**src/rtl/instr_fetch.sv**
```systemverilog
`default_nettype none
// ============================================================================
// Module   : instr_fetch
// Purpose  : Program counter and instruction fetch sequencer for the 4-bit CPU.
//            Optional macro IF_HALT_EN: opcode 4'hF stops fetching until reset.
// Revision : 1.0
// ============================================================================
module instr_fetch #(
  parameter int PC_W    = 4,
  parameter int INSTR_W = 8
) (
  input  logic               clk,
  input  logic               rst_n,
  output logic               mem_req,
  output logic [PC_W-1:0]    mem_addr,
  input  logic [INSTR_W-1:0] mem_rdata,
  input  logic               mem_ack,
  output logic [3:0]         opcode,
  output logic [3:0]         imm,
  output logic [PC_W-1:0]    instr_pc,
  output logic               instr_valid,
  input  logic               instr_ready,
  input  logic               jmp_sel,
  input  logic [PC_W-1:0]    jmp_target,
  output logic               halted
);

  typedef enum logic [1:0] {
    RESET_WAIT = 2'd0,
    REQ        = 2'd1,
    PRESENT    = 2'd2
`ifdef IF_HALT_EN
    , HALT     = 2'd3
`endif
  } state_t;

`ifdef IF_HALT_EN
  localparam logic [3:0] c_OP_HALT = 4'b1111;
  logic r_halted;
`endif

  state_t          r_state;
  logic [PC_W-1:0] r_pc;
  logic            r_req;
  logic            r_valid;
  logic [3:0]      r_opcode;
  logic [3:0]      r_imm;
  logic [PC_W-1:0] r_instr_pc;
  logic [PC_W-1:0] w_next_pc;

  assign w_next_pc = jmp_sel ? jmp_target : r_pc + PC_W'(1);

  always_ff @(posedge clk or negedge rst_n) begin
    if (!rst_n) begin
      r_state    <= RESET_WAIT;
      r_pc       <= '0;
      r_req      <= 1'b0;
      r_valid    <= 1'b0;
      r_opcode   <= 4'h0;
      r_imm      <= 4'h0;
      r_instr_pc <= '0;
`ifdef IF_HALT_EN
      r_halted   <= 1'b0;
`endif
    end else begin
      case (r_state)
        // Any ack seen here is a leftover from before reset and is dropped.
        RESET_WAIT: begin
          r_req   <= 1'b1;
          r_state <= REQ;
        end
        REQ: begin
          if (mem_ack) begin
            r_opcode   <= mem_rdata[INSTR_W-1 -: 4];
            r_imm      <= mem_rdata[3:0];
            r_instr_pc <= r_pc;
            r_valid    <= 1'b1;
            r_req      <= 1'b0;
            r_state    <= PRESENT;
          end
        end
        PRESENT: begin
          if (instr_ready) begin
            r_pc    <= w_next_pc;
            r_valid <= 1'b0;
`ifdef IF_HALT_EN
            if (r_opcode == c_OP_HALT) begin
              r_halted <= 1'b1;
              r_state  <= HALT;
            end else
`endif
            begin
              r_req   <= 1'b1;
              r_state <= REQ;
            end
          end
        end
`ifdef IF_HALT_EN
        HALT: r_state <= HALT;
`endif
        default: r_state <= RESET_WAIT;
      endcase
    end
  end

  // pc only moves on the accept edge, so the address is stable while requesting.
  assign mem_req     = r_req;
  assign mem_addr    = r_pc;
  assign opcode      = r_opcode;
  assign imm         = r_imm;
  assign instr_pc    = r_instr_pc;
  assign instr_valid = r_valid;
`ifdef IF_HALT_EN
  assign halted      = r_halted;
`else
  assign halted      = 1'b0;
`endif

endmodule
`default_nettype wire

```
**config.mk**
```make
export PLATFORM = sky130hd
export DESIGN_NAME = instr_fetch
export DESIGN_NICKNAME = d
export VERILOG_FILES = /design/src/rtl/instr_fetch.sv
export SDC_FILE = /design/constraint.sdc
export NUM_CORES = 1
export LEC_CHECK = 0
export ABC_CLOCK_PERIOD_IN_PS = 2700
export CORE_MARGIN = 3
export CORE_UTILIZATION = 45
export CTS_CLUSTER_SIZE = 25
export DETAILED_ROUTE_END_ITERATION = 7
export MAX_ROUTING_LAYER = met4
export PLACE_DENSITY = 0.83
export SLEW_MARGIN = 20
export SYNTH_ARGS = -nofsm -noshare
export SYNTH_HDL_FRONTEND = slang
export SYNTH_SLANG_ARGS = --single-unit
```
**constraint.sdc**
```tcl
create_clock -name clk -period 2.7 [get_ports clk]
set_input_delay 0.405 -clock clk [delete_from_list [all_inputs] [get_ports clk]]
set_output_delay 0.405 -clock clk [all_outputs]
set_load 0.005 [all_outputs]
```
==> results.yml, run 1 <==
clock_network:
  root_buffer: "clkbuf_4"
  cts_tree: "yes"
  htreeDepth: 1
  clk_pin_slew_worst_paths_ns: 0.10
  numClockSinks: 20
  numCtsBuffers: 3
  clock_latency_ns: 0.29
  cts_hold_buf: 0
  clockBufferDepth: 2
  cts_setup_buffers: 0
  ctsResizeCount: 0
grt:
  use_met2_pct: 26.3
  met1_usage_pct: 19.3
  antenna_found_initial: 0
  grt.total_usage_pct: 16.3
  gr-usage-met3_pct: 3.86
  grt-ovfl-total: 0
  grt_pass1_vias: 657
  grt.busiest_layer: "met2"
  grt_pass1_wl_um: 2990
  grt_max_degree: 21
critical_path:
  crit_buf_inv: 1
  crit_type: "flip-flop to output pin"
  reg2reg_slack_ns: 1.43
  worst_path_max_delay_cell: "clkdlybuf4s50_1"
  critPathMaxStageDelay_ns: 0.54
  worst_ep_arrival_time_ns: 1.29
  path_max_fanout: 6
  crit_chain: "clkdlybuf4s50_1"
  critPathCaptureType: "output pin"
  ff2ff_path_depth: 2
  cp_data_required_time_ns: 2.30
  cp.depth: 1
  start_kind: "flip-flop"
  path_delay_family: "buffers and inverters"
die:
  die_h_um: 50.8
  die_w_um: 50.8
  die_area_um2: 2580
  core_area_um2: 1800
  io_pins: 36
  core.rowCount: 15
  start_util_pct: 50.1
placed_design:
  portBuffers: 34
  placed_cells: 125
  gp_congestion: 0.738
  dp_hpwl_um: 1410
synth:
  synth_seq_cells: 20
  post_synth_instance_area_um2: 903
  yosys.cell_types.count: 23
  yosysWarnings: 0
  syn-num-nets: 87
  yosysSeqAreaShare_pct: 55.4
  syn_inst: 69
  avgSynthCellArea_um2: 13.1
layout:
  fin_nets: 123
  utilization_pct: 71.5
  diodes: 0
  nFillCells: 154
  drive_gt1_share_pct: 16.3
  area_delta_synth_final_pct: 42.7
  final-instance-count-excl-fill: 129
timing:
  finalClockSkew_ns: 0.000885
  fmax_mhz: 588
  min_period_over_period_pct: 62.9
  setup_viol: 0
  rsz0062_at_grt: "false"
  hold_viol_final: 0
  final_max_slew_viol_count: 0
  fin_crit_ns: 1.70
  relSlewSlack_pct: 43.5
  fin_setup_tns_ns: 0
  worst_pin_slew_ns: 0.845
drt:
  drc: 0
  via_count: 667
  drt_iter0_drc: 2
  wire_per_inst_um: 14.2
  finalWirelength_um: 1840
  antenna_left: 0
  drt-pass1-iter-count: 4
  viasPerCell: 5.17
worst_hold_path:
  whs_path_depth: 2
  min_path_type: "flip-flop to flip-flop"
power_and_ir_drop:
  p_total_uw: 1320
  vdd_drop_max_uv: 559
  pwr_density_cell_nw_per_um2: 1030
  cellLeakagePower_uw: 0.000584
status:
  status: "finished, final reports clean"
job:
  max_cap_violations: 0
## synthesized netlist by cell type
master	instances	area [um^2]
dfrtp_1	20	500
mux2_4	8	120
mux2_2	4	45.0
nand2_1	4	15.0
o21ai_0	4	20.0
a22oi_1	3	22.5
nand2b_1	3	18.8
nand3_1	3	15.0
nor2_1	3	11.3
a21oi_1	2	10.0
inv_1	2	7.51
mux2i_1	2	20.0
and3b_1	1	8.76
buf_4	1	7.51
buf_6	1	11.3
clkbuf_1	1	3.75
conb_1	1	3.75
ha_1	1	12.5
nand3b_1	1	7.51
nand3b_4	1	20.0
nor3b_1	1	7.51
o22ai_1	1	6.26
o2bb2ai_1	1	8.76
## metal layers
metal | routed length [um] | share of wire, %
met1 | 779 | 42
met2 | 940 | 51
met3 | 97 | 5.3
met4 | 19 | 1.0
met5 | 0 | 0
## through the flow
stage	instance area, um^2	setup slack, ns	hold slack (ns)
3_5_place_dp	1250	0.988	0.488
2_1_floorplan	903	1.53	0.109
4_1_cts	1290	1.00	0.515
3_3_place_gp	1250	1.03	0.474
5_1_grt	1290	0.944	0.547
6_report	1290	1.00	0.503
## cells in the final DEF, fill, tap and decap left out
cell,Yosys,routed
o2bb2ai_1,1,1
mux2_2,4,4
nand2b_1,3,3
clkbuf_8,0,1
o22ai_1,1,1
mux2i_1,2,2
inv_1,2,2
a21oi_1,2,2
ha_1,1,1
nand2_1,4,4
clkbuf_4,0,3
o21ai_0,4,4
nand3b_1,1,1
nand3b_4,1,1
conb_1,1,1
mux2_4,8,8
nor2_1,3,3
nand3_1,3,3
a22oi_1,3,3
nor3b_1,1,1
clkdlybuf4s50_1,0,34
and3b_1,1,1
dfrtp_1,20,20
## sequential cells by signal, summed over array words and instances, names as in the netlist
signal	count
r_state	2
imm	4
mem_req	1
instr_valid	1
mem_addr	4
instr_pc	4
opcode	4
## report_power, final
| group | internal, uW | total (uW) | leakage (uW) | switching (uW) |
|---|---|---|---|---|
| combinational | 421 | 597 | 0.000329 | 176 |
| sequential | 439 | 561 | 0.000234 | 121 |
| clock | 82.2 | 167 | 0.0000210 | 85.0 |
| total | 943 | 1320 | 0.000584 | 382 |
## cell families (layout without fill, tap and decap cells)
group | Yosys count | after routing | synth area share [%]
fa+ha+maj | 1 | 1 | 1.38
other cells | 1 | 1 | 0.415
compound gates | 11 | 11 | 7.48
simple gates | 17 | 17 | 11.5
flops | 20 | 20 | 55.4
mux | 14 | 14 | 20.5
buf+inv | 5 | 40 | 3.32
## worst paths after layout
path / endpoint / from
worst max-delay path: mem_addr[2] / mem_addr[2]$_DFFE_PN0P_
worst min-delay path: instr_valid$_DFFE_PN0P_ / instr_valid$_DFFE_PN0P_
worst max register to register: instr_pc[2]$_DFFE_PN0P_ / r_state[1]$_DFFE_PN0P_
worst min register to register: instr_valid$_DFFE_PN0P_ / instr_valid$_DFFE_PN0P_
max in group asynchronous: imm[3]$_DFFE_PN0P_ / rst_n
min in group asynchronous: mem_addr[0]$_DFFE_PN0P_ / rst_n
## layout make-up
cell class	instances	area (um^2)	share of cell area [%]
flip-flops and latches	20	500	38.8
clock buffers	4	36.3	2.82
well taps	25	31.3	2.43
inverters	2	7.51	0.583
repair buffers	34	340	26.4
multi-input cells	44	373	28.9
Note: power is estimated with default switching activity, not from simulation.
==> run 2: changes to the inputs <==
--- a/config.mk
+++ b/config.mk
@@ -5,13 +5,13 @@
 export SDC_FILE = /design/constraint.sdc
 export NUM_CORES = 1
 export LEC_CHECK = 0
-export ABC_CLOCK_PERIOD_IN_PS = 2700
+export ABC_CLOCK_PERIOD_IN_PS = 1700
 export CORE_MARGIN = 3
-export CORE_UTILIZATION = 45
+export CORE_UTILIZATION = 42
 export CTS_CLUSTER_SIZE = 25
 export DETAILED_ROUTE_END_ITERATION = 7
 export MAX_ROUTING_LAYER = met4
-export PLACE_DENSITY = 0.83
+export PLACE_DENSITY = 0.78
 export SLEW_MARGIN = 20
 export SYNTH_ARGS = -nofsm -noshare
 export SYNTH_HDL_FRONTEND = slang
==> constraint.sdc (replaced) <==
create_clock -name clk -period 1.7 [get_ports clk]
set_input_delay 0.255 -clock clk [delete_from_list [all_inputs] [get_ports clk]]
set_output_delay 0.255 -clock clk [all_outputs]
set_load 0.005 [all_outputs]
==> run 2 against run 1 <==
Compared with the run above: first-iteration DRC count rose to 3.5 times the previous value; total power rose by 66%; design area rose by 2.0%; non-clock buffer count rose by 1.
==> results.yml, run 2 (same netlist as run 1, synthesis figures left out) <==
critical_path:
  path_max_fanout: 5
  worst_ep_arrival_time_ns: 1.29
  cp_data_required_time_ns: 1.44
  crit_buf_inv: 1
  critPathMaxStageDelay_ns: 0.54
  worst_path_max_delay_cell: "clkdlybuf4s50_1"
  start_kind: "flip-flop"
  critPathCaptureType: "output pin"
  crit_chain: "clkdlybuf4s50_1"
  path_delay_family: "buffers and inverters"
  crit_type: "flip-flop to output pin"
timing:
  fmax_mhz: 648
  rsz0062_at_grt: "false"
  whs_ns: 0.284
  fin_crit_ns: 1.54
  final_max_slew_viol_count: 0
  hold_viol_final: 0
  min_period_over_period_pct: 90.7
  timing.final.ws_setup_ns: 0.157
  finalClockSkew_ns: 0.00185
  fin_setup_tns_ns: 0
  setup_viol: 0
die:
  core.rowCount: 16
  die_w_um: 52.4
  start_util_pct: 45.1
  die_h_um: 52.4
  core_area_um2: 2000
  io_pins: 36
  die_area_um2: 2740
grt:
  antenna_found_initial: 0
  grt-ovfl-total: 0
  grt_pass1_wl_um: 2960
  grt_pass1_vias: 659
  grt_max_degree: 21
  grt.total_usage_pct: 15.2
drt:
  via_count: 647
  wire_per_inst_um: 13.3
  drc: 0
  viasPerCell: 4.90
  drt-pass1-iter-count: 3
  antenna_left: 0
  drt_iter0_drc: 7
  finalWirelength_um: 1750
power_and_ir_drop:
  pwr_density_cell_nw_per_um2: 1680
  vdd_drop_max_uv: 1060
  cellLeakagePower_uw: 0.000596
layout:
  layout_commonest_cell: "clkdlybuf4s50_1"
  multiInputGateArea_um2: 373
  drive_gt1_share_pct: 17.1
  fin_nets: 124
  final-seq-area_um2: 500
  layout_common_cells: "34 x clkdlybuf4s50_1, 20 x dfrtp_1, 8 x mux2_4"
  area_delta_synth_final_pct: 45.6
  diodes: 0
  final-instance-count-excl-fill: 132
  nFillCells: 157
placed_design:
  placed_cells: 128
  dp_hpwl_um: 1270
  gp_congestion: 0.786
  portBuffers: 34
  pre_cts_ws_ns: 0.154
clock_network:
  ctsResizeCount: 0
  cts_setup_buffers: 0
  cts_hold_buf: 0
  htreeDepth: 1
  root_buffer: "clkbuf_4"
  clock_latency_ns: 0.30
  clockBufferDepth: 2
  clk_pin_slew_worst_paths_ns: 0.11
  numCtsBuffers: 3
  cts_tree: "yes"
  numClockSinks: 20
status:
  status: "finished, final reports clean"
worst_hold_path:
  min_path_type: "input pin to async pin"
job:
  max_cap_violations: 0
-- run 2: changes by cell type in the layout (fill, tap and decap cells not counted) --
cell	previous run	this run
bufinv_16	0	1
buf_4	0	1
clkbuf_8	1	0
-- run 2: area by class of cell --
cell class / instances / share of cell area [%]
clock buffer: 3 / 1.71
clock inverter: 1 / 2.28
inverter: 2 / 0.571
multi-input combinational: 44 / 28.4
sequential: 20 / 38.1
tap: 27 / 2.57
timing repair buffer: 35 / 26.5
-- run 2: stage by stage --
step           instance area (um^2)  total power [uW]  utilization (%)
6_report                       1320              2210             65.7
5_1_grt                        1320              2360             65.7
4_1_cts                        1320              2240             65.7
3_5_place_dp                   1260              1840             63.1
3_3_place_gp                   1260              1810             63.1
2_1_floorplan                   903              1330                -
-- run 2: worst paths after layout --
path,startpoint,end,slack (ns),cells past startpoint
setup / recovery,mem_addr[0]$_DFFE_PN0P_,mem_addr[0],0.16,1
hold / removal,rst_n,instr_pc[1]$_DFFE_PN0P_,0.28,2
setup reg to reg,r_state[1]$_DFFE_PN0P_,instr_pc[1]$_DFFE_PN0P_,0.44,2
hold reg to reg,instr_valid$_DFFE_PN0P_,instr_valid$_DFFE_PN0P_,0.50,2
max in group asynchronous,rst_n,mem_addr[1]$_DFFE_PN0P_,1.21,2
min in group clk,instr_valid$_DFFE_PN0P_,instr_valid$_DFFE_PN0P_,0.50,2
-- run 2: report_power, final --
group / switching [uW] / internal (uW) / leakage (uW)
Clock: 144 / 238 / 0.0000279
Sequential: 188 / 698 / 0.000234
Combinational: 267 / 670 / 0.000334
-- run 2: routing by layer --
layer / part of all wire, % / global-route usage [%]
met5: 0 / -
met4: 1.4 / 6.38
met3: 7.4 / 3.99
met2: 41 / 20.9
met1: 50 / 21.3
==> run 3: changes to the inputs <==
--- a/config.mk
+++ b/config.mk
@@ -5,13 +5,13 @@
 export SDC_FILE = /design/constraint.sdc
 export NUM_CORES = 1
 export LEC_CHECK = 0
-export ABC_CLOCK_PERIOD_IN_PS = 1700
+export ABC_CLOCK_PERIOD_IN_PS = 1800
 export CORE_MARGIN = 3
-export CORE_UTILIZATION = 42
+export CORE_UTILIZATION = 45
 export CTS_CLUSTER_SIZE = 25
 export DETAILED_ROUTE_END_ITERATION = 7
 export MAX_ROUTING_LAYER = met4
-export PLACE_DENSITY = 0.78
+export PLACE_DENSITY = 0.83
 export SLEW_MARGIN = 20
 export SYNTH_ARGS = -nofsm -noshare
 export SYNTH_HDL_FRONTEND = slang
==> constraint.sdc (replaced) <==
create_clock -name clk -period 1.8 [get_ports clk]
set_input_delay 0.27 -clock clk [delete_from_list [all_inputs] [get_ports clk]]
set_output_delay 0.27 -clock clk [all_outputs]
set_load 0.005 [all_outputs]
==> run 3 against run 2 <==
Compared with the run above: clock skew hardly changed; non-clock buffer count stayed put; clock power is 33% lower; total power is 9.8% lower; sequential cell count stayed put; sequential power is 5.2% lower; utilization is 6.3 points higher; via count is 4.2% higher; design area is 1.4% lower; die area is 5.9% lower; largest cell class unchanged.
==> results.yml, run 3 (same netlist as run 1, synthesis figures left out) <==
status:
  status: "finished, final reports clean"
clock_network:
  clockBufferDepth: 2
  cts_hold_buf: 0
  cts_setup_buffers: 0
  ctsResizeCount: 0
  numCtsBuffers: 3
  htreeDepth: 1
  clk_pin_slew_worst_paths_ns: 0.11
  numClockSinks: 20
  clock_latency_ns: 0.29
  root_buffer: "clkbuf_4"
  cts_tree: "yes"
die:
  die_h_um: 50.8
  start_util_pct: 50.1
  die_w_um: 50.8
  die_area_um2: 2580
  core.rowCount: 15
  io_pins: 36
  core_area_um2: 1800
grt:
  grt_max_degree: 21
  grt_pass1_vias: 656
  grt_pass1_wl_um: 2850
  grt-ovfl-total: 0
  antenna_found_initial: 0
  grt.total_usage_pct: 15.4
layout:
  final_area_um2: 1300
  area_delta_synth_final_pct: 43.5
  diodes: 0
  layout_commonest_cell: "clkdlybuf4s50_1"
  drive_gt1_share_pct: 17.1
  fin_nets: 124
  final-instance-count-excl-fill: 130
  layout_common_cells: "34 x clkdlybuf4s50_1, 20 x dfrtp_1, 8 x mux2_4"
  nFillCells: 147
timing:
  min_period_over_period_pct: 86.6
  setup_viol: 0
  whs_ns: 0.307
  finalClockSkew_ns: 0.00213
  final_max_slew_viol_count: 0
  rsz0062_at_grt: "false"
  fin_crit_ns: 1.56
  hold_viol_final: 0
  fmax_mhz: 641
  fin_setup_tns_ns: 0
placed_design:
  placed_cells: 126
  place_area_um2: 1260
  portBuffers: 34
  dp_hpwl_um: 1330
  gp_congestion: 0.741
drt:
  wire_per_inst_um: 13.8
  antenna_left: 0
  drc: 0
  drt-pass1-iter-count: 4
  viasPerCell: 5.18
  drt_iter0_drc: 8
  via_count: 674
  finalWirelength_um: 1800
critical_path:
  path_max_fanout: 5
  path_delay_family: "buffers and inverters"
  start_kind: "flip-flop"
  worst_path_max_delay_cell: "clkdlybuf4s50_1"
  cp_data_required_time_ns: 1.53
  critPathMaxStageDelay_ns: 0.54
  crit_buf_inv: 1
  crit_chain: "clkdlybuf4s50_1"
  crit_type: "flip-flop to output pin"
  critPathCaptureType: "output pin"
  worst_ep_arrival_time_ns: 1.29
power_and_ir_drop:
  p_total_uw: 1990
  pwr_density_cell_nw_per_um2: 1540
  vdd_drop_max_uv: 896
  cellLeakagePower_uw: 0.000589
job:
  max_cap_violations: 0
worst_hold_path:
  min_path_type: "input pin to async pin"
## run 3: area by class of cell
class                           count  area, um^2  share of cell area [%]
Timing Repair Buffer               35         348                    26.8
Inverter                            2        7.51                   0.579
Clock buffer                        4        36.3                    2.80
Multi-Input combinational cell     44         373                    28.8
Sequential cell                    20         500                    38.6
Tap cell                           25        31.3                    2.41
## run 3: power by group
part / internal (uW) / switching (uW)
logic: 633 / 263
registers: 659 / 181
clock network: 123 / 131
## run 3: path summary, 6_finish.rpt
path | start | endpoint | slack (ns) | cells after the start
setup / recovery | mem_addr[0]$_DFFE_PN0P_ | mem_addr[0] | 0.24 | 1
hold / removal | rst_n | imm[1]$_DFFE_PN0P_ | 0.31 | 2
setup reg to reg | r_state[1]$_DFFE_PN0P_ | instr_pc[0]$_DFFE_PN0P_ | 0.52 | 2
hold reg to reg | instr_valid$_DFFE_PN0P_ | instr_valid$_DFFE_PN0P_ | 0.49 | 2
max in group asynchronous | rst_n | instr_pc[1]$_DFFE_PN0P_ | 1.30 | 2
min in group clk | instr_valid$_DFFE_PN0P_ | instr_valid$_DFFE_PN0P_ | 0.49 | 2
## run 3: metal layers
metal	routed length [um]	global-route usage, %	part of all wire [%]	vias up
met4	17	6.73	0.95	0
met3	125	3.56	7.0	2
li1	-	-	-	312
met1	799	17.9	44	334
met2	855	25.4	48	26
met5	0	-	0	-
## run 3: metrics by stage
step	setup WS (ns)	utilization (%)
5_1_grt	0.189	71.9
2_1_floorplan	0.634	-
6_report	0.241	71.9
4_1_cts	0.248	71.9
3_5_place_dp	0.225	69.9
3_3_place_gp	0.270	69.9
